**config.mk**
```make
export PLATFORM = sky130hd
export DESIGN_NAME = sprite_blitter
export DESIGN_NICKNAME = d
export VERILOG_FILES = /design/src/rtl/blit_pkg.sv /design/src/rtl/blit_addr_gen.sv /design/src/rtl/sprite_blitter.sv
export SDC_FILE = /design/constraint.sdc
export NUM_CORES = 1
export LEC_CHECK = 0
export ABC_AREA = 0
export BUFFER_PORTS_ARGS = -buffer_cell sky130_fd_sc_hd__buf_2
export CORE_MARGIN = 2
export CORE_UTILIZATION = 56
export DETAILED_ROUTE_END_ITERATION = 7
export PLACE_DENSITY = 0.81
export SYNTH_ARGS = -nofsm -noshare
export SYNTH_HDL_FRONTEND = slang
export SYNTH_SLANG_ARGS = --single-unit
```
**constraint.sdc**
```tcl
create_clock -name Clk -period 5.8 [get_ports Clk]
set_input_delay 0.58 -clock Clk [delete_from_list [all_inputs] [get_ports Clk]]
set_output_delay 0.58 -clock Clk [all_outputs]
set_load 0.03 [all_outputs]
```
**src/rtl/blit_pkg.sv**
```systemverilog
// Shared types and constants for the sprite blitter: FSM state encoding,
// frame-buffer base addresses and default screen geometry.
package blit_pkg;

    typedef enum logic [2:0] {
        IDLE  = 3'd0,
        FETCH = 3'd1,
        WAIT  = 3'd2,
        WRITE = 3'd3,
        DONE  = 3'd4
    } blit_state_t;

    localparam logic [19:0] FB0_BASE = 20'h00000;
    localparam logic [19:0] FB1_BASE = 20'h4B000;

    localparam int SCREEN_W_DEFAULT = 640;
    localparam int SCREEN_H_DEFAULT = 480;

    function automatic logic [19:0] fb_base(input logic back_buf);
        return back_buf ? FB1_BASE : FB0_BASE;
    endfunction

endpackage

```
**src/rtl/blit_addr_gen.sv**
```systemverilog
// Combinational screen-to-SRAM address mapper with on-screen check.
// The 640-wide case uses shift-add instead of a multiplier.
module blit_addr_gen
    import blit_pkg::*;
#(
    parameter int SCREEN_W = SCREEN_W_DEFAULT,
    parameter int SCREEN_H = SCREEN_H_DEFAULT
) (
    input  logic [19:0] base,
    input  logic [10:0] sx,
    input  logic [10:0] sy,
    output logic [19:0] addr,
    output logic        in_bounds
);

    logic [19:0] sy_ext;
    logic [19:0] row_off;

    assign sy_ext = {9'd0, sy};

    generate
        if (SCREEN_W == 640) begin : g_shift
            assign row_off = (sy_ext << 9) + (sy_ext << 7);
        end else begin : g_mul
            assign row_off = sy_ext * 20'(SCREEN_W);
        end
    endgenerate

    assign addr      = base + row_off + {9'd0, sx};
    assign in_bounds = (sx < 11'(SCREEN_W)) && (sy < 11'(SCREEN_H));

endmodule

```
**src/rtl/sprite_blitter.sv**
```systemverilog
// Copies one sprite from synchronous ROM into an SRAM frame buffer, skipping
// transparent/off-screen pixels. Optional macro BLIT_HFLIP_EN adds hflip.
module sprite_blitter
    import blit_pkg::*;
#(
    parameter int          SPRITE_W        = 32,
    parameter int          SPRITE_H        = 32,
    parameter int          NUM_IMG         = 8,
    parameter int          SCREEN_W        = SCREEN_W_DEFAULT,
    parameter int          SCREEN_H        = SCREEN_H_DEFAULT,
    parameter logic [15:0] TRANSPARENT_KEY = 16'h0000,
    localparam int         ROM_AW          = $clog2(NUM_IMG * SPRITE_W * SPRITE_H)
) (
    input  logic              Clk,
    input  logic              RESET,
    input  logic [2:0]        img_id,
    input  logic [9:0]        imgX,
    input  logic [9:0]        imgY,
    input  logic              back_buf,
`ifdef BLIT_HFLIP_EN
    input  logic              hflip,
`endif
    input  logic              Start,
    output logic              Done,
    output logic [ROM_AW-1:0] rom_addr,
    input  logic [15:0]       rom_data,
    output logic              wr_req,
    output logic [19:0]       wr_addr,
    output logic [15:0]       wr_data,
    input  logic              wr_ack
);

    localparam int COL_W = $clog2(SPRITE_W);
    localparam int ROW_W = $clog2(SPRITE_H);

    blit_state_t state_reg, state_next;

    logic [2:0]       id_reg;
    logic [9:0]       x_reg;
    logic [9:0]       y_reg;
    logic             buf_reg;
    logic [ROW_W-1:0] row_reg;
    logic [COL_W-1:0] col_reg;
    logic [19:0]      wr_addr_reg;
    logic [15:0]      wr_data_reg;
`ifdef BLIT_HFLIP_EN
    logic             hflip_reg;
`endif

    logic [COL_W-1:0] rom_col;
    logic [10:0]      sx;
    logic [10:0]      sy;
    logic [19:0]      pix_addr;
    logic             in_bounds;
    logic             last_pixel;
    logic             skip_pixel;
    logic             advance;

`ifdef BLIT_HFLIP_EN
    assign rom_col = hflip_reg ? (COL_W'(SPRITE_W - 1) - col_reg) : col_reg;
`else
    assign rom_col = col_reg;
`endif

    // Screen column always follows raster order; only the ROM read is mirrored.
    assign rom_addr = ROM_AW'(id_reg) * ROM_AW'(SPRITE_W * SPRITE_H)
                    + ROM_AW'(row_reg) * ROM_AW'(SPRITE_W)
                    + ROM_AW'(rom_col);

    assign sx = {1'b0, x_reg} + 11'(col_reg);
    assign sy = {1'b0, y_reg} + 11'(row_reg);

    blit_addr_gen #(
        .SCREEN_W (SCREEN_W),
        .SCREEN_H (SCREEN_H)
    ) u_addr_gen (
        .base      (fb_base(buf_reg)),
        .sx        (sx),
        .sy        (sy),
        .addr      (pix_addr),
        .in_bounds (in_bounds)
    );

    assign last_pixel = (row_reg == ROW_W'(SPRITE_H - 1)) && (col_reg == COL_W'(SPRITE_W - 1));
    assign skip_pixel = (rom_data == TRANSPARENT_KEY) || !in_bounds;
    assign advance    = ((state_reg == WAIT) && skip_pixel) || ((state_reg == WRITE) && wr_ack);

    always_ff @(posedge Clk) begin
        if (RESET) state_reg <= IDLE;
        else       state_reg <= state_next;
    end

    always_comb begin
        state_next = state_reg;
        case (state_reg)
            IDLE:    if (Start) state_next = FETCH;
            FETCH:   state_next = WAIT;
            WAIT:    if (skip_pixel) state_next = last_pixel ? DONE : FETCH;
                     else            state_next = WRITE;
            WRITE:   if (wr_ack) state_next = last_pixel ? DONE : FETCH;
            DONE:    if (!Start) state_next = IDLE;
            default: state_next = IDLE;
        endcase
    end

    always_comb begin
        wr_req = (state_reg == WRITE);
        Done   = (state_reg == DONE);
    end

    always_ff @(posedge Clk) begin
        if (RESET) begin
            id_reg      <= '0;
            x_reg       <= '0;
            y_reg       <= '0;
            buf_reg     <= 1'b0;
            row_reg     <= '0;
            col_reg     <= '0;
            wr_addr_reg <= '0;
            wr_data_reg <= '0;
`ifdef BLIT_HFLIP_EN
            hflip_reg   <= 1'b0;
`endif
        end else begin
            if ((state_reg == IDLE) && Start) begin
                id_reg  <= img_id;
                x_reg   <= imgX;
                y_reg   <= imgY;
                buf_reg <= back_buf;
                row_reg <= '0;
                col_reg <= '0;
`ifdef BLIT_HFLIP_EN
                hflip_reg <= hflip;
`endif
            end else if (advance) begin
                if (col_reg == COL_W'(SPRITE_W - 1)) begin
                    col_reg <= '0;
                    row_reg <= row_reg + 1'b1;
                end else begin
                    col_reg <= col_reg + 1'b1;
                end
            end
            if ((state_reg == WAIT) && !skip_pixel) begin
                wr_addr_reg <= pix_addr;
                wr_data_reg <= rom_data;
            end
        end
    end

    assign wr_addr = wr_addr_reg;
    assign wr_data = wr_data_reg;

endmodule

```
# --- Word-level counts from Yosys, hierarchy flattened ---
# Index checks and enable logic that the tools add are counted.
totals:
  reg_bits: 73
  input_bits: 44
  out_inout_bits: 51
  elab_cells: 52
op_classes:
  addsub: 9
  magnitude_cmp: 2
  eq_ne: 9
  n_mux: 8
  n_reduce_logical: 15
op_table:
  columns: ["operator", "count"]
  rows:
  - ["adder 10 x 5 -> 11 bit", 2]
  - ["adder 19 x 20 -> 20 bit", 1]
  - ["adder 20 x 11 -> 20 bit", 1]
  - ["adder 20 x 18 -> 20 bit", 1]
  - ["2-to-1 mux 19 bit", 1]
  - ["zero test 16 bit", 1]
  - ["2-to-1 mux 3 bit", 5]
  - ["case mux 3 bit (5 select lines)", 1]
  - ["adder 13 x 10 -> 13 bit", 1]
  - ["adder 13 x 5 -> 13 bit", 1]
  - ["less-than comparator 11 x 10 -> 1 bit (second input constant)", 1]
  - ["less-than comparator 11 x 9 -> 1 bit (second input constant)", 1]
  - ["adder 5 x 1 -> 5 bit (second input constant)", 2]
  - ["equality test 5 bit (second input constant)", 2]
  - ["equality test 3 x 2 -> 1 bit (second input constant)", 2]
  - ["logical AND 1 bit", 6]
  - ["2-to-1 mux 5 bit", 1]
  - ["!= test 2 bit (second input constant)", 2]
  - ["equality test 3 x 1 -> 1 bit (second input constant)", 1]
  - ["equality test 3 bit (second input constant)", 1]
  - ["zero test 3 bit", 1]
  - ["AND reduction 3 bit", 1]
  - ["zero test 1 bit", 2]
  - ["logical OR 1 bit", 2]
  - ["other kinds (3)", 3]

# --- Depth between registers and ports, before layout ---
# Gate-level depths: netlist of the first run.
depth:
  ltp_word: 8
  depth_mapped: 19
  depth_no_buf: 19

# --- By module ---
# Synthesis of the first run repeated with hierarchy kept, for this count alone.
unflattened:
  cells_unflattened: 640
  area_unflattened_um2: 5198.7
modules_own_cells:
  columns: ["mod", "instances", "cells_per_inst", "area_each_um2", "seq_area_each_um2"]
  rows:
  - ["sprite_blitter", 1, 434, 3493.4, 1461.4]
  - ["blit_addr_gen", 1, 206, 1705.4, 0.0]

# --- Worst setup path after synthesis of the first run ---
# OpenSTA, ideal clock, no wires.
synth_path:
  kind: "reg2reg"
  start: "reg col_reg[0]"
  end: "reg wr_addr_reg[16], in the netlist wr_addr[16]"
  setup_time_ns: 0.128
  t_arrival_ns: 3.691
  t_required_ns: 5.672
  slack_ns: 1.982
  path_stages_with_launch: 20
  path_buffers: 0
  synth_period_minus_slack_ns: 3.818
  path_cell_list: "dfxtp_1 > ha_1 > inv_1 > fa_1 > nor2b_4 > o31a_1 > or2_4 > nand2_1 > xnor2_1 > ha_1 > ha_1 > fa_1 > a21o_1 > nand2_1 > a21oi_1 > a31oi_1 > nor2b_1 > xnor2_1 > mux2i_1 > nor2_1"
synth_via:
  elab_chain_len: 7
  word_cells_on_any_way: 8
  cone_classes: "add/sub (2); order compare (1); reduce/logical (5)"
synth_lines:
  columns: ["element", "line", "text"]
  rows:
  - ["start: declaration", "sprite_blitter.sv:43", "logic [COL_W-1:0] col_reg;"]
  - ["start signal: assignment", "sprite_blitter.sv:140", "col_reg <= col_reg + 1'b1;"]
  - ["adder 10 x 5 -> 11 bit *", "sprite_blitter.sv:70", "assign sx = {1'b0, x_reg} + 11'(col_reg);"]
  - ["less-than comparator 11 x 10 -> 1 bit", "blit_addr_gen.sv:30", "assign in_bounds = (sx < 11'(SCREEN_W)) && (sy < 11'(SCREEN_H));"]
  - ["logical AND 1 bit", "blit_addr_gen.sv:30", null]
  - ["zero test 1 bit", "sprite_blitter.sv:85", "assign skip_pixel = (rom_data == TRANSPARENT_KEY) || !in_bounds;"]
  - ["logical OR 1 bit", "sprite_blitter.sv:85", null]
  - ["zero test 1 bit", "sprite_blitter.sv:143", "if ((state_reg == WAIT) && !skip_pixel) begin"]
  - ["logical AND 1 bit", "sprite_blitter.sv:143", null]
  - ["end signal: assignment", "sprite_blitter.sv:144", "wr_addr_reg <= pix_addr;"]
  - ["end: declaration", "sprite_blitter.sv:44", "logic [19:0] wr_addr_reg;"]
# Mark *: on every way between the ends. The rest lies on a longest branch, timed or not.
# A chain may end at the register's enable or synchronous reset.

# --- Worst setup path in the final report of the first run ---
layout_path:
  start: "reg col_reg[0]"
  end: "reg wr_addr_reg[18], in the netlist wr_addr[18]"
# The elaborated chain is that of the path after synthesis.

==> results of run 1 <==
==> through the flow <==
step | utilization | std cells | cell area (um2)
6_report | 0.671 | 673 | 4870
3_5_place_dp | 0.644 | 657 | 4670
4_1_cts | 0.671 | 673 | 4870
5_1_grt | 0.671 | 673 | 4870
3_3_place_gp | 0.644 | 657 | 4670
2_1_floorplan | - | 483 | 4210
==> cells by family (layout without fill, tap and decap cells) <==
| logic type | count (synthesis) | in the layout |
|---|---|---|
| buffers and inverters | 38 | 129 |
| flip-flops | 73 | 73 |
| adder cells (fa/ha/maj) | 40 | 40 |
| XOR/XNOR | 24 | 24 |
| AO/OA/AOI/OAI | 88 | 88 |
| AND/OR/NAND/NOR | 182 | 182 |
| multiplexers | 38 | 38 |
==> layer usage <==
layer | vias up | global-route usage
met1 | 1708 | 0.267
met3 | 16 | 0.0467
met4 | 0 | 0.0923
li1 | 1838 | -
met5 | - | 0
met2 | 96 | 0.415
==> cell usage after synthesis, types with 2 or more instances <==
cell / number
sky130_fd_sc_hd__and2_1: 3
sky130_fd_sc_hd__nor2b_1: 3
sky130_fd_sc_hd__nor3_1: 4
sky130_fd_sc_hd__nand2b_1: 3
sky130_fd_sc_hd__or3_1: 2
sky130_fd_sc_hd__nor2_1: 57
sky130_fd_sc_hd__nor4b_1: 2
sky130_fd_sc_hd__dfxtp_1: 73
sky130_fd_sc_hd__nor4_1: 6
sky130_fd_sc_hd__o21bai_1: 2
sky130_fd_sc_hd__nand4b_1: 2
sky130_fd_sc_hd__a21oi_2: 3
sky130_fd_sc_hd__a21oi_1: 42
sky130_fd_sc_hd__inv_1: 18
sky130_fd_sc_hd__o21ai_0: 10
sky130_fd_sc_hd__buf_12: 3
sky130_fd_sc_hd__a211oi_1: 4
sky130_fd_sc_hd__and3_1: 5
sky130_fd_sc_hd__xor2_1: 10
sky130_fd_sc_hd__o21a_1: 4
sky130_fd_sc_hd__mux2i_1: 38
sky130_fd_sc_hd__a21o_1: 5
sky130_fd_sc_hd__buf_6: 2
sky130_fd_sc_hd__nand3_1: 6
sky130_fd_sc_hd__o21ai_1: 4
sky130_fd_sc_hd__clkbuf_1: 14
sky130_fd_sc_hd__xnor2_1: 14
sky130_fd_sc_hd__nand4_1: 3
sky130_fd_sc_hd__fa_1: 8
sky130_fd_sc_hd__nand2_1: 75
sky130_fd_sc_hd__ha_1: 32
==> worst min-delay path by stage <==
| stage | startpoint | endpoint | slack [ns] | cells after the start |
|---|---|---|---|---|
| after floorplan | x_reg[0] | x_reg[0] | 0.44 | 2 |
| after global placement | id_reg[0] | id_reg[0] | 0.44 | 2 |
| after detailed placement | id_reg[1] | id_reg[1] | 0.45 | 2 |
| after CTS | imgY[2] | y_reg[2] | 0.45 | 3 |
| after global routing | imgY[7] | y_reg[7] | 0.46 | 3 |
| final | id_reg[1] | id_reg[1] | 0.46 | 2 |
==> critical path, stage by stage, from the launching register on <==
cell,delay (ns)
sky130_fd_sc_hd__dfxtp_1,0.43
sky130_fd_sc_hd__ha_1,0.25
sky130_fd_sc_hd__inv_1,0.07
sky130_fd_sc_hd__fa_1,0.46
sky130_fd_sc_hd__nor2b_4,0.14
sky130_fd_sc_hd__o31a_1,0.17
sky130_fd_sc_hd__or2_4,0.15
sky130_fd_sc_hd__nand2_1,0.06
sky130_fd_sc_hd__xnor2_1,0.12
sky130_fd_sc_hd__ha_1,0.29
sky130_fd_sc_hd__ha_1,0.25
sky130_fd_sc_hd__fa_1,0.42
sky130_fd_sc_hd__a21o_1,0.21
sky130_fd_sc_hd__nand2_1,0.07
sky130_fd_sc_hd__a21oi_1,0.08
sky130_fd_sc_hd__a31oi_1,0.26
sky130_fd_sc_hd__a21oi_1,0.12
sky130_fd_sc_hd__xor2_1,0.15
sky130_fd_sc_hd__mux2i_1,0.13
sky130_fd_sc_hd__nor2_1,0.08
==> power groups by stage <==
stage          Clock, mW  Combinational (mW)  Sequential (mW)
4_1_cts            0.404               0.210            0.543
6_report           0.396               0.209            0.543
2_1_floorplan          0               0.137            0.573
3_5_place_dp           0               0.210            0.554
5_1_grt            0.428               0.233            0.546
3_3_place_gp           0               0.203            0.553
==> cell type report <==
type,instances,area [um2],share of cell area
Multi-Input combinational cell,372,2540,0.522
Sequential cell,73,1460,0.300
Inverter,18,67.6,0.0139
Clock inverter,5,55.1,0.0113
Tap cell,99,124,0.0255
Timing Repair Buffer,95,478,0.0982
Clock buffer,11,141,0.0291
==> reports/results.txt, run 1 <==
Total routing usage reported by global routing: 0.231
Pre-CTS worst setup slack: 1.80 ns
Die X-Extent: 90.7 um
Hold/Removal Path Class: reg2reg
Root buffer cell: sky130_fd_sc_hd__clkbuf_8
Comb pwr share: 0.182
TritonCTS clock tree: yes
Setup-failing EPs final: 0
Die area: 8220 um2
Post-synthesis instance total: 483
Via density per instance: 5.44
Maximum clock insertion buffer count: 2
Setup_tns: 0 ns
Die extent in y: 90.7 um
Worst-case reg-to-reg path depth: 19
Leading cell type in the layout, fill and taps excluded: sky130_fd_sc_hd__buf_2
Startpoint type of the worst setup path: flop
Number of enable flip-flop cells after synthesis: 0
Count of pins over their slew limit: 0
Total iterations of the first detailed-routing run: 4
Area of the mapped netlist: 4210 um2
Worst setup path end: wr_addr[18]
Power Dens Cells: 236 nW/um2
Reg-to-reg startpoint: col_reg[0]
Crit path arrival time: 4.24 ns
Share of layout cells above drive strength 1: 0.218
Setup repair after global routing missed its margin: no
Number of nets in the synthesized netlist: 567
Starting density of the core: 0.580
I/O pins: 95
Clock group share of total power: 0.345
H-tree level count: 3
# Max-Cap Violations: 0
Worst slew slack as a fraction of its limit: 0.249
Post-Synthesis Mean Instance Area: 8.71 um2
Switch Pwr: 332 uW
Switching part of the total power: 0.289
Amount of wire on met2 after detailed routing: 4770 um
Capture point of the worst reg-to-reg path: wr_addr[18]
Total Power: 1.15 mW
Setup bufs post-CTS: 0
Post-route ant nets: 0
DR DRC count: 0
Yosys reg bits: 73
Maximum vdd ir drop: 0.195 mV
Insertion delay of the later-clocked pin in the worst-skew pair: 0.35 ns
Status: finished clean
Worst setup path class: reg2reg
Share of total power in sequential cells: 0.473
Tmin final: 4.06 ns
Category of the worst setup path capture point: flop
Top cells by area in the synthesized netlist: sky130_fd_sc_hd__dfxtp_1 (35%), sky130_fd_sc_hd__ha_1 (9.5%), sky130_fd_sc_hd__mux2i_1 (9.0%)
FMAX: 0.246 GHz
Tightest Pin Transition: 1.13 ns
Number of clock sinks seen by CTS: 73
Remaining global-route overflow: 0
Final critical-path share of the clock period: 0.700
Final Hold Vio Count: 0
Wire length of the first global-routing pass: 15600 um
Maximum fanout along the worst path: 7
Static Leak: 2.51 nW
Total length of routed met3 wires: 448 um
Final Routed Wirelength: 9380 um
Multiplexer share of the synthesized area: 0.0904
Number of warnings issued by yosys: 0
Routability congestion estimate: 0.859
DRT iter0 DRCs: 157
Dominant cell type by area after synthesis: sky130_fd_sc_hd__dfxtp_1
Synth unique cells: 57
Post-cts resize count: 0
Total via count after detailed routing: 3658
Worst clock skew: 0.0102 ns
Antenna violations before repair: 0
Vias in the first global route: 3561
Inserted Clock Buffers: 9
Cell internal pwr: 815 uW
Max reg flops: 20
Core ar.: 7250 um2
Routed metal-1 wirelength: 3990 um
Highest-count cells in the layout ignoring fill and taps: sky130_fd_sc_hd__buf_2 (94), sky130_fd_sc_hd__nand2_1 (75), sky130_fd_sc_hd__dfxtp_1 (73)
Simple-gate portion of the synthesized area: 0.200
Final HPWL from detailed placement: 7030 um
Average routed wire per standard cell: 13.9 um
Worst-path clk slew: 0.07 ns
# rows: 31
Diodes inserted: 0
Required time at the worst-slack endpoint: 5.98 ns
Post-synthesis compound-gate area fraction: 0.130
Synth Area in Adders: 0.133
Highest metal layer used by the detailed router: met4
Post-CTS Hold Fix Bufs: 0
Largest net degree at the start of global routing: 67
I/O Buffers: 94
Crit path from: col_reg[0]
Reg2Reg Setup Slack: 1.74 ns
Fillers: 628
XOR/XNOR Fraction of Synth Area: 0.0500
Nets: 653
Crit path setup slack, layout: 1.74 ns
Area share of the largest cell type after synthesis: 0.347
Largest family of logic cells by synthesized area: simple AND/OR/NAND/NOR gates
Leading register cell type out of synthesis: sky130_fd_sc_hd__dfxtp_1
Sequential fraction of the synthesis area: 0.347
Area grow syn2layout: 15.6%
Async set-or-reset flop fraction in the synthesized netlist: 0
Hold_ws: 0.456 ns
Note: power is estimated with default switching activity, not from simulation.
==> inputs of run 2 (changes only) <==
CORE_UTILIZATION = 55   (was 56)
PLACE_DENSITY = 0.8   (was 0.81)
clock period = 4.04 ns   (was 5.8 ns; I/O delays follow)
==> reports/results.txt, run 2 (synthesis results as in run 1) <==
Status: finished clean (unchanged)
Inserted Clock Buffers: 9 (unchanged)
Worst setup path class: reg2reg (unchanged)
Total routing usage reported by global routing: 0.234 (was 0.231)
Vias in the first global route: 3505 (was 3561)
Layout Utilization: 0.679 (was 0.671)
Total via count after detailed routing: 3739 (was 3658)
Max reg flops: 20 (unchanged)
Maximum clock insertion buffer count: 2 (unchanged)
Area grow syn2layout: 18.3% (was 15.6%)
Hold/Removal Path Class: in2reg (was reg2reg)
Worst-path clk slew: 0.08 ns (was 0.07 ns)
Die X-Extent: 91.5 um (was 90.7 um)
Worst slew slack as a fraction of its limit: 0.538 (was 0.249)
Total area of sequential cells: 1460 um2 (unchanged)
Tmin final: 3.84 ns (was 4.06 ns)
Insertion delay of the later-clocked pin in the worst-skew pair: 0.35 ns (about the same)
I/O Buffers: 94 (unchanged)
Terminating pin of the worst hold path: x_reg[2] (was id_reg[1])
Switch Pwr: 508 uW (was 332 uW)
Hold_ws: 0.276 ns (was 0.456 ns)
# Max-Cap Violations: 0 (unchanged)
Share of total power in sequential cells: 0.433 (was 0.473)
Required time at the worst-slack endpoint: 4.27 ns (was 5.98 ns)
Diodes inserted: 0 (unchanged)
Remaining global-route overflow: 0 (unchanged)
Final HPWL from detailed placement: 7210 um (was 7030 um)
DRT iter0 DRCs: 176 (was 157)
Die area: 8370 um2 (was 8220 um2)
Maximum vdd ir drop: 0.292 mV (was 0.195 mV)
Cell internal pwr: 1.29 mW (was 815 uW)
Die extent in y: 91.5 um (was 90.7 um)
Tightest Pin Transition: 0.691 ns (was 1.13 ns)
Reg-to-reg startpoint: col_reg[0] (unchanged)
Highest-count cells in the layout ignoring fill and taps: sky130_fd_sc_hd__buf_2 (94), sky130_fd_sc_hd__nand2_1 (75), sky130_fd_sc_hd__dfxtp_1 (73) (unchanged)
Switching part of the total power: 0.283 (was 0.289)
Power Dens Cells: 361 nW/um2 (was 236 nW/um2)
Root buffer cell: sky130_fd_sc_hd__clkbuf_8 (unchanged)
Comb pwr share: 0.168 (was 0.182)
Average routed wire per standard cell: 14.2 um (was 13.9 um)
Largest net degree at the start of global routing: 49 (was 67)
Area of combinational cells with multiple inputs: 2560 um2 (was 2540 um2)
Static Leak: 2.58 nW (was 2.51 nW)
Fillers: 627 (was 628)
Total iterations of the first detailed-routing run: 4 (unchanged)
Setup-failing EPs final: 0 (unchanged)
Post-route ant nets: 0 (unchanged)
I/O pins: 95 (unchanged)
Crit path arrival time: 4.06 ns (was 4.24 ns)
Clock group share of total power: 0.398 (was 0.345)
Final Hold Vio Count: 0 (unchanged)
Starting density of the core: 0.574 (was 0.580)
Startpoint type of the worst setup path: flop (unchanged)
Antenna violations before repair: 0 (unchanged)
Share of layout cells above drive strength 1: 0.237 (was 0.218)
Final Routed Wirelength: 9660 um (was 9380 um)
Hold wc startpoint: imgX[2] (was id_reg[1])
Slowest stage cell, crit path: sky130_fd_sc_hd__fa_1 (unchanged)
Worst-case reg-to-reg path depth: 19 (unchanged)
Reg2Reg Setup Slack: 0.20 ns (was 1.74 ns)
Maximum fanout along the worst path: 3 (was 7)
Worst clock skew: 0.00600 ns (was 0.0102 ns)
Core ar.: 7330 um2 (was 7250 um2)
FMAX: 0.261 GHz (was 0.246 GHz)
Capture point of the worst reg-to-reg path: wr_addr[18] (unchanged)
H-tree level count: 3 (unchanged)
Number of clock sinks seen by CTS: 73 (unchanged)
Hold depth: 3 (was 2)
Wire length of the first global-routing pass: 15800 um (was 15600 um)
# rows: 31 (unchanged)
Cells traversed along the worst timing path: ha_2, inv_1, fa_2, nor2b_4, o31a_1, or2_4, nand2_1, xnor2_1, ha_1, ha_1, fa_1, a21o_1, nand2_1, a21oi_1, a31oi_1, a21oi_1, xor2_1, mux2i_1, nor2_1 (was ha_1, inv_1, fa_1, nor2b_4, o31a_1, or2_4, nand2_1, xnor2_1, ha_1, ha_1, fa_1, a21o_1, nand2_1, a21oi_1, a31oi_1, a21oi_1, xor2_1, mux2i_1, nor2_1)
Count of pins over their slew limit: 0 (unchanged)
Category of the worst setup path capture point: flop (unchanged)
Leading cell type in the layout, fill and taps excluded: sky130_fd_sc_hd__buf_2 (unchanged)
Final critical-path share of the clock period: 0.949 (was 0.700)
Routability congestion estimate: 0.829 (was 0.859)
Nets: 658 (was 653)
Largest stage delay, worst path: 0.42 ns (was 0.46 ns)
DR DRC count: 0 (unchanged)
Via density per instance: 5.51 (was 5.44)
TritonCTS clock tree: yes (unchanged)
[run 2: cell count changes in the layout (fill, tap and decap cells not counted), sizes merged]
cell      change
clkinv        -1
clkinvlp      -2
buf           +5
inv           +3
bufinv        +2
clkbuf        -2
[run 2: critical path: cells and delay by family (launching register included)]
kind | cells | cell delay [ns]
adders and majority gates | 5 | 1.55
AOI/OAI and AO/OA | 5 | 0.82
and+or+nand+nor | 5 | 0.48
DFF | 1 | 0.35
xor gates and xnor gates | 2 | 0.32
muxes | 1 | 0.12
buffers and inverters | 1 | 0.06
[run 2: worst max-delay path by stage]
stage,from,end,slack [ns],cells past startpoint
2_1_floorplan,col_reg[0],wr_addr[16],0.22,19
3_5_place_dp,x_reg[0],wr_addr[19],0.17,18
4_1_cts,col_reg[0],wr_addr[19],0.10,18
3_3_place_gp,row_reg[0],wr_addr[19],0.37,16
5_1_grt,col_reg[0],wr_addr[16],-0.04,19
6_report,col_reg[0],wr_addr[18],0.20,19
[run 2: cell type report]
type,instances,share of cell area
multi-input cells,372,0.514
repair buffers,100,0.104
clock buffers,9,0.0249
flip-flops and latches,73,0.294
well taps,99,0.0249
clock inverters,7,0.0251
inverters,18,0.0136
[run 2: power by group through the flow]
stage	clock [mW]	sequential (mW)	combinational, mW
2_1_floorplan	0	0.822	0.197
3_3_place_gp	0	0.794	0.291
3_5_place_dp	0	0.795	0.300
4_1_cts	0.729	0.778	0.301
5_1_grt	0.761	0.783	0.337
6_report	0.716	0.779	0.303
[run 2: what timing repair did]
| item | 4_1_cts | 5_1_grt |
|---|---|---|
| buffers inserted | 0 | 2 |
| hold buffers | 0 | 0 |
| endpoints found under the setup margin | 0 | 4 |
| gates resized for setup | 0 | 8 |
[run 2: metrics by stage]
stage | instances | total power, mW | cell area (um2) | setup slack [ns] | TNS [ns]
6_report | 678 | 1.80 | 4980 | 0.204 | 0
5_1_grt | 678 | 1.88 | 4980 | -0.0363 | -0.0633
4_1_cts | 676 | 1.81 | 4940 | 0.103 | 0
3_5_place_dp | 660 | 1.09 | 4690 | 0.172 | 0
3_3_place_gp | 660 | 1.08 | 4690 | 0.367 | 0
2_1_floorplan | 483 | 1.02 | 4210 | 0.222 | 0
[run 2: layer usage]
layer | global-route usage | up-vias | wire (um)
li1 | - | 1851 | -
met1 | 0.271 | 1774 | 3990
met2 | 0.403 | 93 | 4980
met3 | 0.0622 | 21 | 453
met4 | 0.102 | 0 | 236
met5 | 0 | - | 0
